## config.mk

```make
export PLATFORM = sky130hd
export DESIGN_NAME = ber_checker_qi_rx
export DESIGN_NICKNAME = d
export VERILOG_FILES = /design/src/rtl/ber_pkg.sv /design/src/rtl/prbs9_gen.sv /design/src/rtl/ber_checker_qi_rx.sv
export SDC_FILE = /design/constraint.sdc
export NUM_CORES = 2
export LEC_CHECK = 0
export ABC_AREA = 1
export CORE_MARGIN = 2
export CORE_UTILIZATION = 50
export CTS_CLUSTER_SIZE = 14
export DETAILED_ROUTE_END_ITERATION = 8
export PLACE_DENSITY = 0.74
export SLEW_MARGIN = 0
export SYNTH_ARGS = -nofsm -noshare
export SYNTH_HDL_FRONTEND = slang
export SYNTH_SLANG_ARGS = --single-unit
```

## constraint.sdc

```tcl
create_clock -name clock -period 5.2 [get_ports clock]
set_clock_uncertainty 0.05 [all_clocks]
set_input_delay 1.04 -clock clock [delete_from_list [all_inputs] [get_ports clock]]
set_output_delay 1.04 -clock clock [all_outputs]
set_load 0.01 [all_outputs]
```

## src/rtl/ber_pkg.sv

```systemverilog
// Shared definitions for the PRBS9 bit-error-rate checker and its reference generator.
package ber_pkg;

    // PRBS9 polynomial x^9 + x^5 + 1
    localparam int PRBS_LEN = 9;
    localparam int PRBS_TAP = 5;
    localparam logic [PRBS_LEN-1:0] PRBS_SEED_DEFAULT = 9'h1AA;

    // Candidate delay spans one full PRBS9 period plus the zero-delay tap
    localparam int DELAY_W  = 9;
    localparam int HIST_LEN = 511;

    typedef enum logic {
        SEARCH = 1'b0,
        LOCKED = 1'b1
    } ber_state_t;

    // One Fibonacci step: shift left, feed back out[t] ^ out[t+4]
    function automatic logic [PRBS_LEN-1:0] prbs9_step(input logic [PRBS_LEN-1:0] s);
        return {s[PRBS_LEN-2:0], s[PRBS_LEN-1] ^ s[PRBS_TAP-1]};
    endfunction

endpackage

```

## src/rtl/prbs9_gen.sv

```systemverilog
// PRBS9 Fibonacci generator; the output bit is the MSB of the current state,
// so the first PRBS_LEN outputs after reset are the seed, MSB first.
module prbs9_gen
    import ber_pkg::*;
#(
    parameter logic [PRBS_LEN-1:0] SEED = PRBS_SEED_DEFAULT
) (
    input  logic clock,
    input  logic i_reset,
    input  logic i_enable,
    output logic o_bit
);

    logic [PRBS_LEN-1:0] lfsr_q;
    logic [PRBS_LEN-1:0] lfsr_d;

    // Advance one step per enable, otherwise hold
    always_comb begin
        lfsr_d = lfsr_q;
        if (i_enable) begin
            lfsr_d = prbs9_step(lfsr_q);
        end
    end

    // State register with synchronous reload of the seed
    always_ff @(posedge clock) begin
        if (i_reset) begin
            lfsr_q <= SEED;
        end else begin
            lfsr_q <= lfsr_d;
        end
    end

    assign o_bit = lfsr_q[PRBS_LEN-1];

endmodule

```

## src/rtl/ber_checker_qi_rx.sv

```systemverilog
// Receive-side BER checker: decimates the oversampled filter output, slices
// the sign, aligns a local PRBS9 by sweeping delay, then counts bits/errors.
module ber_checker_qi_rx
    import ber_pkg::*;
#(
    parameter int                  NB_INPUT      = 8,
    parameter logic [PRBS_LEN-1:0] SEED          = PRBS_SEED_DEFAULT,
    parameter int                  WINDOW        = 511,
    parameter int                  LOCK_THRESH   = 0,
    parameter int                  UNLOCK_THRESH = 128,
    parameter int                  NB_COUNT      = 64
) (
    input  logic                clock,
    input  logic                i_reset,
    input  logic                i_enable,
    input  logic [1:0]          i_counterMux,
    input  logic [1:0]          i_phase,
    input  logic                i_clear,
    input  logic [NB_INPUT-1:0] i_sample,
    output logic                o_locked,
    output logic [DELAY_W-1:0]  o_delay,
    output logic [NB_COUNT-1:0] o_bit_count,
    output logic [NB_COUNT-1:0] o_err_count
);

    localparam int NB_WIN = $clog2(WINDOW + 1);

    logic                stb;
    logic                rx_bit;
    logic                ref_now;
    logic                mismatch;
    logic                win_end;
    logic [31:0]         win_total;
    logic [HIST_LEN:0]   cmp_vec;
    logic                unused_sample;

    ber_state_t          state_q, state_d;
    logic [DELAY_W-1:0]  delay_q, delay_d;
    logic [HIST_LEN-1:0] hist_q, hist_d;
    logic [NB_WIN-1:0]   win_cnt_q, win_cnt_d;
    logic [NB_WIN-1:0]   win_err_q, win_err_d;
    logic [NB_COUNT-1:0] bit_cnt_q, bit_cnt_d;
    logic [NB_COUNT-1:0] err_cnt_q, err_cnt_d;

    assign stb    = i_enable && (i_counterMux == i_phase);
    // Transmit maps 0 -> +coef, 1 -> -coef, so the sign bit is the data bit
    assign rx_bit = i_sample[NB_INPUT-1];
    assign unused_sample = ^i_sample[NB_INPUT-2:0];

    prbs9_gen #(
        .SEED(SEED)
    ) u_ref (
        .clock    (clock),
        .i_reset  (i_reset),
        .i_enable (stb),
        .o_bit    (ref_now)
    );

    // Tap 0 is the current reference bit, tap K is the bit from K strobes ago
    assign cmp_vec   = {hist_q, ref_now};
    assign mismatch  = rx_bit ^ cmp_vec[delay_q];
    assign win_end   = (win_cnt_q == NB_WIN'(WINDOW - 1));
    assign win_total = 32'(win_err_q) + 32'(mismatch);

    // Alignment FSM, reference history and per-window error accounting
    always_comb begin
        state_d   = state_q;
        delay_d   = delay_q;
        hist_d    = hist_q;
        win_cnt_d = win_cnt_q;
        win_err_d = win_err_q;
        if (stb) begin
            hist_d = {hist_q[HIST_LEN-2:0], ref_now};
            if (win_end) begin
                win_cnt_d = '0;
                win_err_d = '0;
                if (state_q == SEARCH) begin
                    if (win_total <= 32'(LOCK_THRESH)) begin
                        state_d = LOCKED;
                    end else begin
                        delay_d = delay_q + 1'b1;
                    end
                end else if (win_total > 32'(UNLOCK_THRESH)) begin
                    state_d = SEARCH;
                    delay_d = delay_q + 1'b1;
                end
            end else begin
                win_cnt_d = win_cnt_q + 1'b1;
                win_err_d = win_err_q + NB_WIN'(mismatch);
            end
        end
    end

    // Saturating bit/error counters; clear overrides any same-cycle increment
    always_comb begin
        bit_cnt_d = bit_cnt_q;
        err_cnt_d = err_cnt_q;
        if (stb && (state_q == LOCKED)) begin
            if (bit_cnt_q != '1) begin
                bit_cnt_d = bit_cnt_q + 1'b1;
            end
            if (mismatch && (err_cnt_q != '1)) begin
                err_cnt_d = err_cnt_q + 1'b1;
            end
        end
        if (i_clear) begin
            bit_cnt_d = '0;
            err_cnt_d = '0;
        end
    end

    // State registers
    always_ff @(posedge clock) begin
        if (i_reset) begin
            state_q   <= SEARCH;
            delay_q   <= '0;
            hist_q    <= '0;
            win_cnt_q <= '0;
            win_err_q <= '0;
            bit_cnt_q <= '0;
            err_cnt_q <= '0;
        end else begin
            state_q   <= state_d;
            delay_q   <= delay_d;
            hist_q    <= hist_d;
            win_cnt_q <= win_cnt_d;
            win_err_q <= win_err_d;
            bit_cnt_q <= bit_cnt_d;
            err_cnt_q <= err_cnt_d;
        end
    end

    assign o_locked    = (state_q == LOCKED);
    assign o_delay     = delay_q;
    assign o_bit_count = bit_cnt_q;
    assign o_err_count = err_cnt_q;

endmodule

```

==> flow_summary.yaml <==
grt:
  grt_pass1_wl_um: 138000
  first_global_vias: 27500
  antenna_found_initial: 1
  overflow: 0
  grt_max_degree: 199
  track_usage_pct: 24.4
power:
  power_density_mw_per_mm2: 326
  ir_drop_uv: 257
  p_leak_uw: 0.0137
cts:
  worstSkewPairLatency_ns: 0.62
  ctsHoldBuffers: 0
  post-cts-setup-buffer-count: 0
  cts_made_buffers: 75
  cts-root-buf: "clkbuf_16"
  clkSinkCount: 676
  cts-resized-gates: 0
  cts.htree.levels: 3
  cts_tree: "built"
  cts_max_path_buffers: 3
  path_clk_slew_ns: 0.06
floorplanning:
  die_w_um: 258
  core_mm2: 0.0640
  dieArea_mm2: 0.0664
  pin_count: 154
  start_util_pct: 50.3
  row_count: 93
  dieHeight_um: 258
finish:
  final_cells: 5804
  layout_common_cells: "nor2_1, nand2_1, dfxtp_1"
  area_growth_pct: 13.7
  drive_gt1_share_pct: 4.06
  layout.nets: 4913
  final_common_cell: "nor2_1"
place:
  dp_hpwl_um: 50600
  gp_congestion: 0.938
  dp_cells: 5668
  io_buffers: 146
run:
  maxCapViolCount: 0
detailed_routing:
  drt_pass1_iterations: 5
  drt_iter0_drc: 2628
  post_drt_via_cell_ratio: 5.34
  num_vias: 31000
  routed_wl_um: 83600
  wl_per_cell_um: 14.4
  route.detailed.drc: 0
  ant_nets: 0
timing:
  maxSlewHeadroom_pct: 30.4
  hold_viol: 0
  slew_viol_final: 0
  setup_tns_ns: 0
  tightestPinTransition_ns: 1.04
  finalCritPeriodShare_pct: 89.2
  post-route-min-period_ns: 4.64
  rsz0062_at_grt: "no"
  fmax_ghz: 0.216
  finalSetupViolations: 0
synth:
  synth.cell_area_mm2: 0.0322
  synth_top_area_share_pct: 42.0
  synthTopCellsByArea: "dfxtp_1, nor2_1, o21ai_0"
  avgSynthCellArea_um2: 6.53
  yosysSeqAreaShare_pct: 42.0
  async_flop_share_pct: 0
  yosysTopAreaCell: "dfxtp_1"
  yosys_warnings: 0
  syn_nets: 4953
  synth_seq_cells: 676
  synthCells: 4930
  synth_edf_count: 0
  synth.distinct_cells: 41
  synth_ff_type: "dfxtp_1"
setup_path:
  cpMostUsedCell: "nand2_1"
  critPathArrivalTime_ns: 5.07
  endpoint_kind: "register"
  cp_slowest_cell: "dfxtp_1"
  cp_max_fo: 10
  cp-start-kind: "register"
  max_stage_delay_ns: 0.68
  crit_required_ns: 5.63
  ff2ff_path_depth: 28
  critPathKind: "reg -> reg"
worst_hold_path:
  holdCritPathClass: "reg -> reg"
  worstHoldPathCells: 2
status:
  status: "finished, final reports clean"
## worst max-delay path: cells and delay by family, from the launching register on
family | cells | cell delay [ns]
and+or+nand+nor | 20 | 2.30
DFF | 1 | 0.68
buffers and inverters | 2 | 0.65
adders and majority gates | 2 | 0.40
AOI/OAI and AO/OA | 3 | 0.22
xor gates and xnor gates | 1 | 0.20
## sequential cells by signal, summed over array words and instances (netlist names)
signal and flops:
u_ref.lfsr_q 9, o_bit_count 64, win_err_q 9, hist_q 511
o_locked 1, o_delay 9, o_err_count 64, win_cnt_q 9
## path summary, 6_finish.rpt
path / slack, ns / startpoint / end
max: 0.56 / o_delay[4] / o_delay[6]
min reg2reg: 0.40 / u_ref.lfsr_q[7] / u_ref.lfsr_q[8]
max reg2reg: 0.56 / o_delay[4] / o_delay[6]
min: 0.40 / u_ref.lfsr_q[7] / u_ref.lfsr_q[8]
## report_power, final
group / switching (uW) / leakage (uW) / total, uW / internal (uW)
combinational: 577 / 0.00693 / 881 / 305
sequential: 162 / 0.00551 / 5630 / 5470
clock: 2170 / 0.00126 / 5430 / 3260
## metrics by stage
stage	total power [uW]	setup WS (ns)	hold slack (ns)	instance area, um2	utilization, %
floorplan	6420	1.17	0.372	32200	-
CTS	12000	0.598	0.409	36600	57.2
detailed placement	6610	0.615	0.394	34100	53.2
finish	11900	0.563	0.402	36600	57.2
global placement	6580	0.710	0.393	34100	53.2
global route	12400	0.0294	0.430	36600	57.2
## metal layers
layer | up-vias | GRT usage (%) | share of wire (%)
met5 | - | 0 | 0
met4 | 0 | 8.53 | 3.2
met3 | 182 | 4.06 | 5.8
met2 | 827 | 39.4 | 45
met1 | 14100 | 33.1 | 46
li1 | 15900 | - | -
## area by class of cell
class | instances | area [um2]
diodes | 1 | 2.50
clock buffers | 113 | 2260
clock inverters | 22 | 275
fillers | 6110 | 27400
inverters | 443 | 1690
multi-input cells | 3492 | 15700
flip-flops and latches | 676 | 13500
well taps | 855 | 1070
repair buffers | 202 | 2090
## Yosys cell counts (7+ instances only)
cell	count
a21oi_1	306
buf_1	18
buf_2	76
buf_4	7
clkbuf_1	212
dfxtp_1	676
ha_1	7
inv_1	433
nand2_1	757
nand3_1	296
nand4_1	89
nor2_1	1104
nor3_1	101
nor3b_1	11
nor4_1	41
o211ai_1	19
o21ai_0	662
o21ai_1	40
xor2_1	16
## cell families (layout without fill, tap and decap cells)
family	count (synthesis)	count (layout)	share of synthesized area, %
buffers and inverters	762	780	9.40
AND/OR/NAND/NOR	2421	2421	31.2
adder cells (fa/ha/maj)	7	7	0.272
flip-flops	676	676	42.0
other	0	1	0
XOR/XNOR	22	22	0.599
AO/OA/AOI/OAI	1042	1042	16.5
No activity file was read; power rests on OpenSTA's default activity.
